File: config.mk
export PLATFORM = sky130hd
export DESIGN_NAME = bp_update_sched_flat
export DESIGN_NICKNAME = d
export VERILOG_FILES = /design/src/rtl/bp_update_sched_if.sv /design/src/rtl/bp_update_sched.sv /design/src/flat_wrapper.sv
export SDC_FILE = /design/constraint.sdc
export NUM_CORES = 1
export LEC_CHECK = 0
export BUFFER_PORTS_ARGS = -buffer_cell sky130_fd_sc_hd__buf_2
export CORE_MARGIN = 2
export CORE_UTILIZATION = 30
export CTS_CLUSTER_DIAMETER = 150
export DETAILED_ROUTE_END_ITERATION = 8
export PLACE_DENSITY = 0.55
export SYNTH_ARGS = -nofsm -noshare
export SYNTH_HDL_FRONTEND = slang
export SYNTH_SLANG_ARGS = --single-unit
export TNS_END_PERCENT = 1
File: constraint.sdc
create_clock -name clk -period 11.38 [get_ports clk]
set_clock_uncertainty 0.1 [all_clocks]
set_input_delay 1.138 -clock clk [delete_from_list [all_inputs] [get_ports clk]]
set_output_delay 1.138 -clock clk [all_outputs]
set_load 0.02 [all_outputs]
File: src/rtl/bp_update_sched_if.sv
`default_nettype none
// ============================================================================
// Module   : bp_update_sched_if
// Brief    : Commit-lane input bus and predictor update bus for bp_update_sched.
//            master = scheduler view, slave = commit/predictor environment view.
// Revision : 1.0 - initial release
// ============================================================================
interface bp_update_sched_if;
    logic        in0_valid;
    logic        in0_taken;
    logic [6:0]  in0_opcode;
    logic [31:0] in0_pc;
    logic [31:0] in0_pc_next;
    logic        in1_valid;
    logic        in1_taken;
    logic [6:0]  in1_opcode;
    logic [31:0] in1_pc;
    logic [31:0] in1_pc_next;
    logic        in_ready;
    logic        upd_valid;
    logic        upd_ready;
    logic        upd_taken;
    logic [6:0]  upd_opcode;
    logic [31:0] upd_pc;
    logic [31:0] upd_pc_next;
    logic [15:0] drop_cnt;

    modport master (
        input  in0_valid, in0_taken, in0_opcode, in0_pc, in0_pc_next,
        input  in1_valid, in1_taken, in1_opcode, in1_pc, in1_pc_next,
        input  upd_ready,
        output in_ready, upd_valid, upd_taken, upd_opcode, upd_pc, upd_pc_next,
        output drop_cnt
    );

    modport slave (
        output in0_valid, in0_taken, in0_opcode, in0_pc, in0_pc_next,
        output in1_valid, in1_taken, in1_opcode, in1_pc, in1_pc_next,
        output upd_ready,
        input  in_ready, upd_valid, upd_taken, upd_opcode, upd_pc, upd_pc_next,
        input  drop_cnt
    );
endinterface
`default_nettype wire

File: src/rtl/bp_update_sched.sv
`default_nettype none
// ============================================================================
// Module   : bp_update_sched
// Brief    : Buffers up to two retired control-flow updates per cycle and drains
//            them one per cycle to the predictor update port.
//            Optional macro BP_UPD_COALESCE_EN merges same-pc updates in place.
// Revision : 1.0 - initial release
// ============================================================================
module bp_update_sched #(
    parameter int         DEPTH_LOG2  = 3,
    parameter logic [6:0] BR_OPCODE   = 7'h63,
    parameter logic [6:0] JAL_OPCODE  = 7'h6F,
    parameter logic [6:0] JALR_OPCODE = 7'h67
) (
    input  logic              clk,
    input  logic              rst,
    bp_update_sched_if.master bus
);

    typedef struct packed {
        logic        taken;
        logic [6:0]  opcode;
        logic [31:0] pc;
        logic [31:0] pc_next;
    } entry_t;

    localparam int                    c_DEPTH     = 1 << DEPTH_LOG2;
    localparam logic [DEPTH_LOG2:0]   c_READY_MAX = (DEPTH_LOG2 + 1)'(c_DEPTH - 2);
    localparam logic [DEPTH_LOG2:0]   c_CNT_ONE   = (DEPTH_LOG2 + 1)'(1);
    localparam logic [DEPTH_LOG2-1:0] c_PTR_ONE   = DEPTH_LOG2'(1);

    entry_t                r_mem [c_DEPTH];
    logic [DEPTH_LOG2-1:0] r_head;
    logic [DEPTH_LOG2-1:0] r_tail;
    logic [DEPTH_LOG2:0]   r_count;
    logic [15:0]           r_drop_cnt;

    logic                  w_in_ready;
    logic                  w_upd_valid;
    logic                  w_pop;
    logic                  w_acc0;
    logic                  w_acc1;
    logic                  w_merge0;
    logic                  w_merge1;
    logic                  w_alloc0;
    logic                  w_alloc1;
    logic [DEPTH_LOG2-1:0] w_tail_p1;
    logic [DEPTH_LOG2-1:0] w_idx0;
    logic [DEPTH_LOG2-1:0] w_idx1;
    logic [DEPTH_LOG2-1:0] w_tail_next;
    logic [DEPTH_LOG2:0]   w_count_next;
    logic [1:0]            w_drop_n;
    logic [16:0]           w_drop_sum;
    entry_t                w_ent0;
    entry_t                w_ent1;
    entry_t                w_head_ent;

    function automatic logic is_cf(input logic [6:0] op);
        return (op == BR_OPCODE) || (op == JAL_OPCODE) || (op == JALR_OPCODE);
    endfunction

    // Readiness looks only at the registered count; a same-cycle pop gives no credit.
    assign w_in_ready  = (r_count <= c_READY_MAX);
    assign w_upd_valid = (r_count != '0);
    assign w_pop       = w_upd_valid && bus.upd_ready;
    assign w_acc0      = w_in_ready && bus.in0_valid && is_cf(bus.in0_opcode);
    assign w_acc1      = w_in_ready && bus.in1_valid && is_cf(bus.in1_opcode);
    assign w_ent0      = {bus.in0_taken, bus.in0_opcode, bus.in0_pc, bus.in0_pc_next};
    assign w_ent1      = {bus.in1_taken, bus.in1_opcode, bus.in1_pc, bus.in1_pc_next};
    assign w_tail_p1   = r_tail + c_PTR_ONE;

`ifdef BP_UPD_COALESCE_EN
    localparam logic [DEPTH_LOG2:0] c_CNT_TWO = (DEPTH_LOG2 + 1)'(2);

    logic [DEPTH_LOG2-1:0] w_last;
    logic                  w_merge_ok;

    // The newest entry may only be rewritten if the head pop cannot be taking it.
    assign w_last     = r_tail - c_PTR_ONE;
    assign w_merge_ok = (r_count >= c_CNT_TWO) || ((r_count == c_CNT_ONE) && !w_pop);
    assign w_merge0   = w_acc0 && w_merge_ok && (r_mem[w_last].pc == bus.in0_pc);
    assign w_merge1   = w_acc1 && (w_acc0 ? (bus.in1_pc == bus.in0_pc)
                                          : (w_merge_ok && (r_mem[w_last].pc == bus.in1_pc)));
    assign w_idx0     = w_merge0 ? w_last : r_tail;
    assign w_idx1     = w_merge1 ? (w_alloc0 ? r_tail : w_last)
                                 : (w_alloc0 ? w_tail_p1 : r_tail);
`else
    assign w_merge0   = 1'b0;
    assign w_merge1   = 1'b0;
    assign w_idx0     = r_tail;
    assign w_idx1     = w_alloc0 ? w_tail_p1 : r_tail;
`endif

    assign w_alloc0 = w_acc0 && !w_merge0;
    assign w_alloc1 = w_acc1 && !w_merge1;

    always_comb begin
        w_tail_next  = r_tail;
        w_count_next = r_count;
        if (w_alloc0) begin
            w_tail_next  = w_tail_next + c_PTR_ONE;
            w_count_next = w_count_next + c_CNT_ONE;
        end
        if (w_alloc1) begin
            w_tail_next  = w_tail_next + c_PTR_ONE;
            w_count_next = w_count_next + c_CNT_ONE;
        end
        if (w_pop) begin
            w_count_next = w_count_next - c_CNT_ONE;
        end
    end

    assign w_drop_n   = w_in_ready ? 2'd0
                                   : ({1'b0, bus.in0_valid} + {1'b0, bus.in1_valid});
    assign w_drop_sum = {1'b0, r_drop_cnt} + {15'd0, w_drop_n};

    always_ff @(posedge clk) begin
        if (rst) begin
            r_head     <= '0;
            r_tail     <= '0;
            r_count    <= '0;
            r_drop_cnt <= '0;
        end else begin
            if (w_pop) begin
                r_head <= r_head + c_PTR_ONE;
            end
            r_tail     <= w_tail_next;
            r_count    <= w_count_next;
            r_drop_cnt <= w_drop_sum[16] ? 16'hFFFF : w_drop_sum[15:0];
        end
    end

    // Lane 1 is written last so a same-slot collision keeps the younger data.
    always_ff @(posedge clk) begin
        if (w_acc0) begin
            r_mem[w_idx0] <= w_ent0;
        end
        if (w_acc1) begin
            r_mem[w_idx1] <= w_ent1;
        end
    end

    assign w_head_ent      = w_upd_valid ? r_mem[r_head] : '0;
    assign bus.in_ready    = w_in_ready;
    assign bus.upd_valid   = w_upd_valid;
    assign bus.upd_taken   = w_head_ent.taken;
    assign bus.upd_opcode  = w_head_ent.opcode;
    assign bus.upd_pc      = w_head_ent.pc;
    assign bus.upd_pc_next = w_head_ent.pc_next;
    assign bus.drop_cnt    = r_drop_cnt;

endmodule
`default_nettype wire

File: src/flat_wrapper.sv
// flat-port wrapper written by rule: the top's interface ports become plain ports
module bp_update_sched_flat 
#(
    parameter int         DEPTH_LOG2  = 3,
    parameter logic [6:0] BR_OPCODE   = 7'h63,
    parameter logic [6:0] JAL_OPCODE  = 7'h6F,
    parameter logic [6:0] JALR_OPCODE = 7'h67
)
  (clk, rst, bus_in0_valid, bus_in0_taken, bus_in0_opcode, bus_in0_pc, bus_in0_pc_next, bus_in1_valid, bus_in1_taken, bus_in1_opcode, bus_in1_pc, bus_in1_pc_next, bus_upd_ready, bus_in_ready, bus_upd_valid, bus_upd_taken, bus_upd_opcode, bus_upd_pc, bus_upd_pc_next, bus_drop_cnt);
  bp_update_sched_if bus_i ();
  input  logic clk;
  input  logic rst;
  input wire logic [$bits(bus_i.in0_valid)-1:0] bus_in0_valid;
  input wire logic [$bits(bus_i.in0_taken)-1:0] bus_in0_taken;
  input wire logic [$bits(bus_i.in0_opcode)-1:0] bus_in0_opcode;
  input wire logic [$bits(bus_i.in0_pc)-1:0] bus_in0_pc;
  input wire logic [$bits(bus_i.in0_pc_next)-1:0] bus_in0_pc_next;
  input wire logic [$bits(bus_i.in1_valid)-1:0] bus_in1_valid;
  input wire logic [$bits(bus_i.in1_taken)-1:0] bus_in1_taken;
  input wire logic [$bits(bus_i.in1_opcode)-1:0] bus_in1_opcode;
  input wire logic [$bits(bus_i.in1_pc)-1:0] bus_in1_pc;
  input wire logic [$bits(bus_i.in1_pc_next)-1:0] bus_in1_pc_next;
  input wire logic [$bits(bus_i.upd_ready)-1:0] bus_upd_ready;
  output wire logic [$bits(bus_i.in_ready)-1:0] bus_in_ready;
  output wire logic [$bits(bus_i.upd_valid)-1:0] bus_upd_valid;
  output wire logic [$bits(bus_i.upd_taken)-1:0] bus_upd_taken;
  output wire logic [$bits(bus_i.upd_opcode)-1:0] bus_upd_opcode;
  output wire logic [$bits(bus_i.upd_pc)-1:0] bus_upd_pc;
  output wire logic [$bits(bus_i.upd_pc_next)-1:0] bus_upd_pc_next;
  output wire logic [$bits(bus_i.drop_cnt)-1:0] bus_drop_cnt;
  assign bus_i.in0_valid = bus_in0_valid;
  assign bus_i.in0_taken = bus_in0_taken;
  assign bus_i.in0_opcode = bus_in0_opcode;
  assign bus_i.in0_pc = bus_in0_pc;
  assign bus_i.in0_pc_next = bus_in0_pc_next;
  assign bus_i.in1_valid = bus_in1_valid;
  assign bus_i.in1_taken = bus_in1_taken;
  assign bus_i.in1_opcode = bus_in1_opcode;
  assign bus_i.in1_pc = bus_in1_pc;
  assign bus_i.in1_pc_next = bus_in1_pc_next;
  assign bus_i.upd_ready = bus_upd_ready;
  assign bus_in_ready = bus_i.in_ready;
  assign bus_upd_valid = bus_i.upd_valid;
  assign bus_upd_taken = bus_i.upd_taken;
  assign bus_upd_opcode = bus_i.upd_opcode;
  assign bus_upd_pc = bus_i.upd_pc;
  assign bus_upd_pc_next = bus_i.upd_pc_next;
  assign bus_drop_cnt = bus_i.drop_cnt;
  bp_update_sched #(.DEPTH_LOG2(DEPTH_LOG2), .BR_OPCODE(BR_OPCODE), .JAL_OPCODE(JAL_OPCODE), .JALR_OPCODE(JALR_OPCODE)) u_core (.clk(clk), .rst(rst), .bus(bus_i));
endmodule
==> results.txt, run 1 <==
----------------------------------------------------
[Route]
  Antenna viol nets, final ... 0
  DRC errors left ... 0
  Mean number of vias per cell ... 4.99
  Length of the first detailed-routing pass in iterations ... 5
  First-iteration detailed-routing DRC count ... 1108
  Vias ... 17000
  Wire per inst ... 24.9 microns
  Total Routed Length ... 85000 microns

[Critical path]
  Required time at the worst-slack endpoint ... 10.14 ns
  Arrival time at the worst endpoint ... 4.25 ns
  Start-to-end type of the worst setup path ... flip-flop to primary output
  Startpoint class of the critical path ... flip-flop
  Crit Path Max Fanout ... 47
  Crit end category ... primary output

[Global route]
  Sum of overflow across all layers after global routing ... 0
  Total global routing track utilization ... 16.3%
  Via count of the first global-routing pass ... 18700
  Number of antenna violations at the first check in global routing ... 34
  Global-route wire length before repair ... 125000 microns
  Maximum number of pins on one net before global-route repair ... 54

[Clock tree]
  Clock network latency to the later pin of the worst-skew pair ... 0.60 ns
  CTS sink count ... 605
  TritonCTS clock tree ... done
  Cts bufs inserted ... 71
  Cell chosen for the clock root ... sky130_fd_sc_hd__clkbuf_16
  Total of hold buffers inserted after clock tree synthesis ... 0
  Clock transition time at the flip-flop clock pins of the worst setup and hold paths ... 0.05 ns
  H-tree depth ... 3
  Deepest clock path buffer count ... 3
  Number of buffers inserted to repair setup after CTS ... 0
  PostCTS Resize Cnt ... 0

[Layout]
  Total Nets Final ... 2155
  Area of all placed cells without fillers ... 35300 sq um
  Area overhead of the layout relative to synthesis ... 16.0%
  Layout cells sized above 1 ... 48.7%
  Layout fillers ... 9531

[Timing]
  Setup tns final ... 0 ns
  Setup violation total in the final timing report ... 0
  Final hold violation count ... 0
  Crit path time final ... 5.49 ns
  Hold slack final ... 0.390 ns
  Max-Slew Margin vs Limit ... 20.1%
  Final period util ... 48.2%
  Transition time of the tightest slew-check pin ... 1.19 ns
  Final setup margin ... 5.89 ns
  RSZ-0062 raised after global routing ... false
  Achievable frequency ... 182 MHz
  Total count of max-transition violations in the final report ... 0

[Synthesis]
  Area share of the largest cell type after synthesis ... 56.9%
  Unique masters post-synth ... 52
  Post-synthesis register bit count ... 605
  Number of synthesis warnings ... 0
  Part of the Yosys area used for sequential elements ... 58.8%
  Biggest area consumer among synthesized cells ... sky130_fd_sc_hd__edfxtp_1
  Post-synthesis area per instance ... 17.2 sq um
  Post-Synthesis Net Count ... 1927
  Instance count of the mapped netlist ... 1767
  Mapped cell area ... 30400 sq um
  Synth area leaders ... sky130_fd_sc_hd__edfxtp_1, sky130_fd_sc_hd__mux2_2, sky130_fd_sc_hd__mux4_2, sky130_fd_sc_hd__mux2_1, sky130_fd_sc_hd__mux2i_1

[Floorplan]
  Die Footprint ... 104000 sq um
  I/O pins ... 239
  Die X-Extent ... 322 microns
  Placement Rows ... 116
  Core Footprint ... 100000 sq um
  Effective utilization at floorplan ... 30.3%
  Vertical extent of the die ... 322 microns

[Power and ir drop]
  Total power draw ... 6.06 mW
  Power Density ... 172 nW/um^2
  Leak Pwr ... 11.5 nW
  Peak VDD IR ... 0.0000957 V

[Placed design]
  RD Place Congestion ... 0.740
  Worst-case setup slack after placement ... 5.95 ns
  Count of port buffers added during placement ... 238
  Area after detailed placement ... 32900 sq um
  Post-DP HPWL ... 47800 microns

[Worst hold path]
  Hold Crit Class ... flip-flop to flip-flop

[Run]
  Number of violations of the max-capacitance limit ... 0

[Run status]
  Status ... completed

----------------------------------------------------
## critical path, stage by stage (launching register included)
cell and delay, ns:
sky130_fd_sc_hd__dfxtp_4 0.65, sky130_fd_sc_hd__buf_4 0.86, sky130_fd_sc_hd__buf_4 0.95, sky130_fd_sc_hd__mux4_2 0.60, sky130_fd_sc_hd__mux2i_1 0.27, sky130_fd_sc_hd__nor2_1 0.07
sky130_fd_sc_hd__buf_2 0.18
## sequential cells by signal, indices dropped and copies added (netlist names), named ones only
signal and count:
u_core.bus.drop_cnt 16, u_core.r_count 4, u_core.r_head 3, u_core.r_mem 576, u_core.r_tail 3
## synth_stat cells, drive strengths merged
| master | number |
|---|---|
| edfxtp | 576 |
| mux2 | 537 |
| mux4 | 144 |
| nor2 | 92 |
| mux2i | 80 |
| buf | 75 |
| clkbuf | 43 |
| dfxtp | 29 |
| nand2 | 22 |
| nand2b | 20 |
| or2 | 18 |
| a21oi | 16 |
| inv | 12 |
| xor2 | 11 |
| ha | 10 |
| xnor2 | 9 |
| and2 | 8 |
| nor3 | 8 |
| nand3 | 7 |
| nand4 | 6 |
| nor2b | 6 |
| o21ai | 5 |
| o21bai | 4 |
| nand3b | 3 |
| nor3b | 3 |
| o31ai | 3 |
| a21o | 2 |
| a41oi | 2 |
| or3 | 2 |
| or4 | 2 |
| xnor3 | 2 |
| a211oi | 1 |
| a221oi | 1 |
| and4b | 1 |
| fa | 1 |
| nand4b | 1 |
| nor4 | 1 |
| o2111ai | 1 |
| o211ai | 1 |
| o21a | 1 |
| o41ai | 1 |
## through the flow
step                std cells  utilization, %
finish                   3416            35.2
global route             3411            35.1
CTS                      3406            35.1
detailed placement       3279            32.8
global placement         3279            32.8
floorplan                1767               -
## final cells by class
class	instances	area, sq um	area share [%]
clock buffers	94	1950	5.53
well taps	1357	1700	4.82
diodes	10	25.0	0.0710
repair buffers	273	1450	4.12
inverters	12	45.0	0.128
flip-flops and latches	605	17900	50.7
clock inverters	33	348	0.987
multi-input cells	1032	11900	33.6
## cells by family after synthesis
family | after synthesis | synth area share [%]
adder cells (fa/ha/maj) | 11 | 0.478
AND/OR/NAND/NOR | 200 | 3.41
buffers and inverters | 130 | 2.52
AO/OA/AOI/OAI | 38 | 0.786
multiplexers | 761 | 33.2
XOR/XNOR | 22 | 0.725
flip-flops | 605 | 58.8
## power by group
part | internal (mW) | leakage [nW] | total, mW | switching (mW)
Combinational | 0.516 | 4.98 | 1.29 | 0.772
Clock | 1.36 | 1.11 | 2.28 | 0.913
Sequential | 2.45 | 5.41 | 2.50 | 0.0451
## cell usage in the layout, fill, tap and decap left out, types with 3 or more instances in the layout
| cell type | count |
|---|---|
| sky130_fd_sc_hd__edfxtp_1 | 576 |
| sky130_fd_sc_hd__mux2_2 | 443 |
| sky130_fd_sc_hd__buf_2 | 238 |
| sky130_fd_sc_hd__mux4_2 | 144 |
| sky130_fd_sc_hd__mux2_1 | 94 |
| sky130_fd_sc_hd__nor2_1 | 92 |
| sky130_fd_sc_hd__mux2i_1 | 79 |
| sky130_fd_sc_hd__clkbuf_16 | 75 |
| sky130_fd_sc_hd__buf_4 | 35 |
| sky130_fd_sc_hd__dfxtp_1 | 26 |
| sky130_fd_sc_hd__nand2_1 | 22 |
| sky130_fd_sc_hd__nand2b_1 | 20 |
| sky130_fd_sc_hd__clkbuf_1 | 19 |
| sky130_fd_sc_hd__or2_2 | 18 |
| sky130_fd_sc_hd__a21oi_1 | 16 |
| sky130_fd_sc_hd__inv_1 | 12 |
| sky130_fd_sc_hd__clkinv_1 | 12 |
| sky130_fd_sc_hd__xor2_1 | 11 |
| sky130_fd_sc_hd__diode_2 | 10 |
| sky130_fd_sc_hd__ha_1 | 10 |
| sky130_fd_sc_hd__xnor2_1 | 9 |
| sky130_fd_sc_hd__and2_1 | 7 |
| sky130_fd_sc_hd__clkinv_2 | 7 |
| sky130_fd_sc_hd__bufinv_16 | 7 |
| sky130_fd_sc_hd__nand4_1 | 6 |
| sky130_fd_sc_hd__nor2b_1 | 5 |
| sky130_fd_sc_hd__nand3_1 | 5 |
| sky130_fd_sc_hd__nor3_1 | 4 |
| sky130_fd_sc_hd__o21bai_4 | 4 |
| sky130_fd_sc_hd__inv_6 | 4 |
| sky130_fd_sc_hd__nand3b_1 | 3 |
| sky130_fd_sc_hd__nor3_4 | 3 |
| sky130_fd_sc_hd__dfxtp_4 | 3 |
| sky130_fd_sc_hd__clkinvlp_4 | 3 |
## path summary, 6_finish.rpt
kind / endpoint / cells after the start / slack [ns] / from
hold reg to reg: flip-flop / 2 / 0.39 / u_core.r_head[1]$_SDFFE_PP0P_
hold / removal: flip-flop / 2 / 0.39 / u_core.r_head[1]$_SDFFE_PP0P_
setup / recovery: bus_upd_opcode[4] / 6 / 5.89 / flip-flop
setup reg to reg: u_core.r_mem[4][12]$_DFFE_PP_ / 10 / 6.37 / u_core.r_count[0]$_SDFF_PP0_
## layer usage
metal,GRT usage [%],wire length [microns],part of all wire (%)
met3,3.75,4820,5.7
met2,28.8,43200,51
met1,20.2,35200,41
met4,4.07,1590,1.9
met5,0,179,0.21
No activity file was read; power rests on OpenSTA's default activity.
==> run 2, diff against run 1 <==
==> constraint.sdc (replaced) <==
create_clock -name clk -period 5.45 [get_ports clk]
set_clock_uncertainty 0.1 [all_clocks]
set_input_delay 0.545 -clock clk [delete_from_list [all_inputs] [get_ports clk]]
set_output_delay 0.545 -clock clk [all_outputs]
set_load 0.02 [all_outputs]
==> run 2 against run 1 <==
Net effect: via count rose by 1.1%; critical path type is now flip-flop to flip-flop; design area rose by 0.79%; first-iteration DRC count rose by 29%; critical endpoint is now u_core.r_mem[0][52]$_DFFE_PP_; register-to-register slack got worse by 5.1 ns; largest cell class unchanged; largest power group unchanged; highest routed layer unchanged.
==> results.txt, run 2 (synthesis gave the netlist of run 1 again) <==
----------------------------------------------------
[Run status]
  Status ... completed

[Layout]
  Total Nets Final ... 2160 (+0.23%)
  Most frequent standard cell in the layout excluding fill and tap cells ... sky130_fd_sc_hd__edfxtp_1
  Top library cells by usage in the layout, fill and taps aside ... sky130_fd_sc_hd__edfxtp_1, sky130_fd_sc_hd__mux2_2, sky130_fd_sc_hd__buf_2
  Flip-flop count of the largest register after layout ... 576 (unchanged)
  Final cell count without fillers ... 3419 (+0.088%)
  Largest register by flop count ... u_core.r_mem
  Area overhead of the layout relative to synthesis ... 16.9%
  Layout cells sized above 1 ... 48.7% (+0.079 points)
  Post-route core utilization ... 35.4% (+0.28 points)
  Area of all sequential standard cells ... 17900 sq um (unchanged)
  Layout fillers ... 9542 (+0.12%)
  Multi-input logic area ... 11900 sq um (unchanged)

[Floorplan]
  Die Footprint ... 104000 sq um (unchanged)
  Die X-Extent ... 322 microns (unchanged)
  Placement Rows ... 116 (unchanged)
  Effective utilization at floorplan ... 30.3% (unchanged)
  Vertical extent of the die ... 322 microns (unchanged)
  I/O pins ... 239 (unchanged)
  Core Footprint ... 100000 sq um (unchanged)

[Placed design]
  Placed Cells ... 3281 (+0.061%)
  Worst-case setup slack after placement ... 1.32 ns (-4.63 ns)
  RD Place Congestion ... 0.743 (+0.41%)
  Post-DP HPWL ... 50000 microns (+4.5%)
  Count of port buffers added during placement ... 238 (unchanged)

[Timing]
  Final hold violation count ... 0 (unchanged)
  Final period util ... 75.9%
  Final setup margin ... 1.32 ns (-4.57 ns)
  Total count of max-transition violations in the final report ... 0 (unchanged)
  Max-Slew Margin vs Limit ... 33.4% (+13 points)
  Transition time of the tightest slew-check pin ... 0.999 ns (-0.196 ns)
  Achievable frequency ... 242 MHz
  Crit path time final ... 4.13 ns
  Setup tns final ... 0 ns (unchanged)
  Setup violation total in the final timing report ... 0 (unchanged)
  RSZ-0062 raised after global routing ... false

[Route]
  Mean number of vias per cell ... 5.04 (+1.0%)
  Length of the first detailed-routing pass in iterations ... 7 (+2)
  First-iteration detailed-routing DRC count ... 1427 (+29%)
  Total Routed Length ... 85000 microns (about the same)
  Antenna viol nets, final ... 0 (unchanged)
  Wire per inst ... 24.9 microns (about the same)
  Vias ... 17200 (+1.1%)
  DRC errors left ... 0 (unchanged)

[Clock tree]
  Clock transition time at the flip-flop clock pins of the worst setup and hold paths ... 0.06 ns (about the same)
  TritonCTS clock tree ... done
  PostCTS Resize Cnt ... 0 (unchanged)
  Cts bufs inserted ... 74 (+4.2%)
  Deepest clock path buffer count ... 3 (unchanged)
  Total of hold buffers inserted after clock tree synthesis ... 0 (unchanged)
  Cell chosen for the clock root ... sky130_fd_sc_hd__clkbuf_16
  Number of buffers inserted to repair setup after CTS ... 0 (unchanged)
  H-tree depth ... 3 (unchanged)
  Clock network latency to the later pin of the worst-skew pair ... 0.63 ns (+0.03 ns)
  CTS sink count ... 605 (unchanged)

[Critical path]
  Arrival time at the worst endpoint ... 4.38 ns (+0.13 ns)
  Startpoint class of the critical path ... flip-flop
  Start-to-end type of the worst setup path ... flip-flop to flip-flop
  Required time at the worst-slack endpoint ... 5.70 ns (-4.44 ns)
  Crit end category ... flip-flop
  Crit Path Max Fanout ... 47 (unchanged)

[Power and ir drop]
  Leak Pwr ... 11.6 nW (+0.97%)
  Peak VDD IR ... 0.000228 V (+140%)
  Power Density ... 361 nW/um^2 (+110%)
  Total power draw ... 12.8 mW (+110%)

[Global route]
  Sum of overflow across all layers after global routing ... 0 (unchanged)
  Number of antenna violations at the first check in global routing ... 32 (-5.9%)
  Via count of the first global-routing pass ... 18800 (+0.57%)
  Maximum number of pins on one net before global-route repair ... 74 (+37%)
  Total global routing track utilization ... 16.4% (+0.046 points)
  Global-route wire length before repair ... 126000 microns (+0.67%)

[Worst hold path]
  Hold Crit Class ... input port to flip-flop

[Run]
  Number of violations of the max-capacitance limit ... 0 (unchanged)

----------------------------------------------------
run 2: stage by stage:
step	hold slack [ns]	area, sq um
floorplan	0.354	30400
global placement	0.351	33100
detailed placement	0.382	33100
CTS	0.161	35500
global route	0.198	35500
finish	0.205	35500
run 2: critical path, cell delays in order, from the launching register on:
cell and delay [ns]:
sky130_fd_sc_hd__dfxtp_1 0.42, sky130_fd_sc_hd__inv_1 0.14, sky130_fd_sc_hd__ha_1 0.23, sky130_fd_sc_hd__nand3b_1 0.16
sky130_fd_sc_hd__nand2b_1 0.33, sky130_fd_sc_hd__inv_1 0.19, sky130_fd_sc_hd__nand2_1 0.20, sky130_fd_sc_hd__mux2i_4 0.53
sky130_fd_sc_hd__nand3b_1 0.69, sky130_fd_sc_hd__buf_12 0.45, sky130_fd_sc_hd__mux2_2 0.34
run 2: path summary, 6_finish.rpt:
check / cells after the start / to / slack [ns] / startpoint
min reg2reg: 2 / flip-flop / 0.39 / u_core.r_head[1]$_SDFFE_PP0P_
max: 10 / u_core.r_mem[0][52]$_DFFE_PP_ / 1.32 / u_core.r_count[0]$_SDFF_PP0_
max reg2reg: 10 / u_core.r_mem[0][52]$_DFFE_PP_ / 1.32 / u_core.r_count[0]$_SDFF_PP0_
min: 2 / u_core.r_mem[2][53]$_DFFE_PP_ / 0.20 / bus_in0_pc[21]
run 2: area by class of cell:
cell class | count | area share [%]
diodes | 4 | 0.0282
clock buffers | 92 | 5.58
clock inverters | 42 | 1.17
inverters | 12 | 0.127
multi-input cells | 1032 | 33.4
flip-flops and latches | 605 | 50.3
well taps | 1357 | 4.78
repair buffers | 275 | 4.63
run 2: power by group:
group | total [mW] | switching (mW) | leakage (nW) | internal, mW
combinational | 2.71 | 1.62 | 5.04 | 1.09
sequential | 5.24 | 0.113 | 5.41 | 5.12
clock | 4.90 | 1.98 | 1.17 | 2.92
run 2: metal layers:
metal	share of wire, %	global-route usage (%)	vias up	wire, microns
li1	-	-	7549	-
met1	41	20.5	9059	35200
met2	51	28.7	438	43300
met3	4.9	2.94	170	4190
met4	2.6	5.23	22	2200
met5	0.17	0	-	145
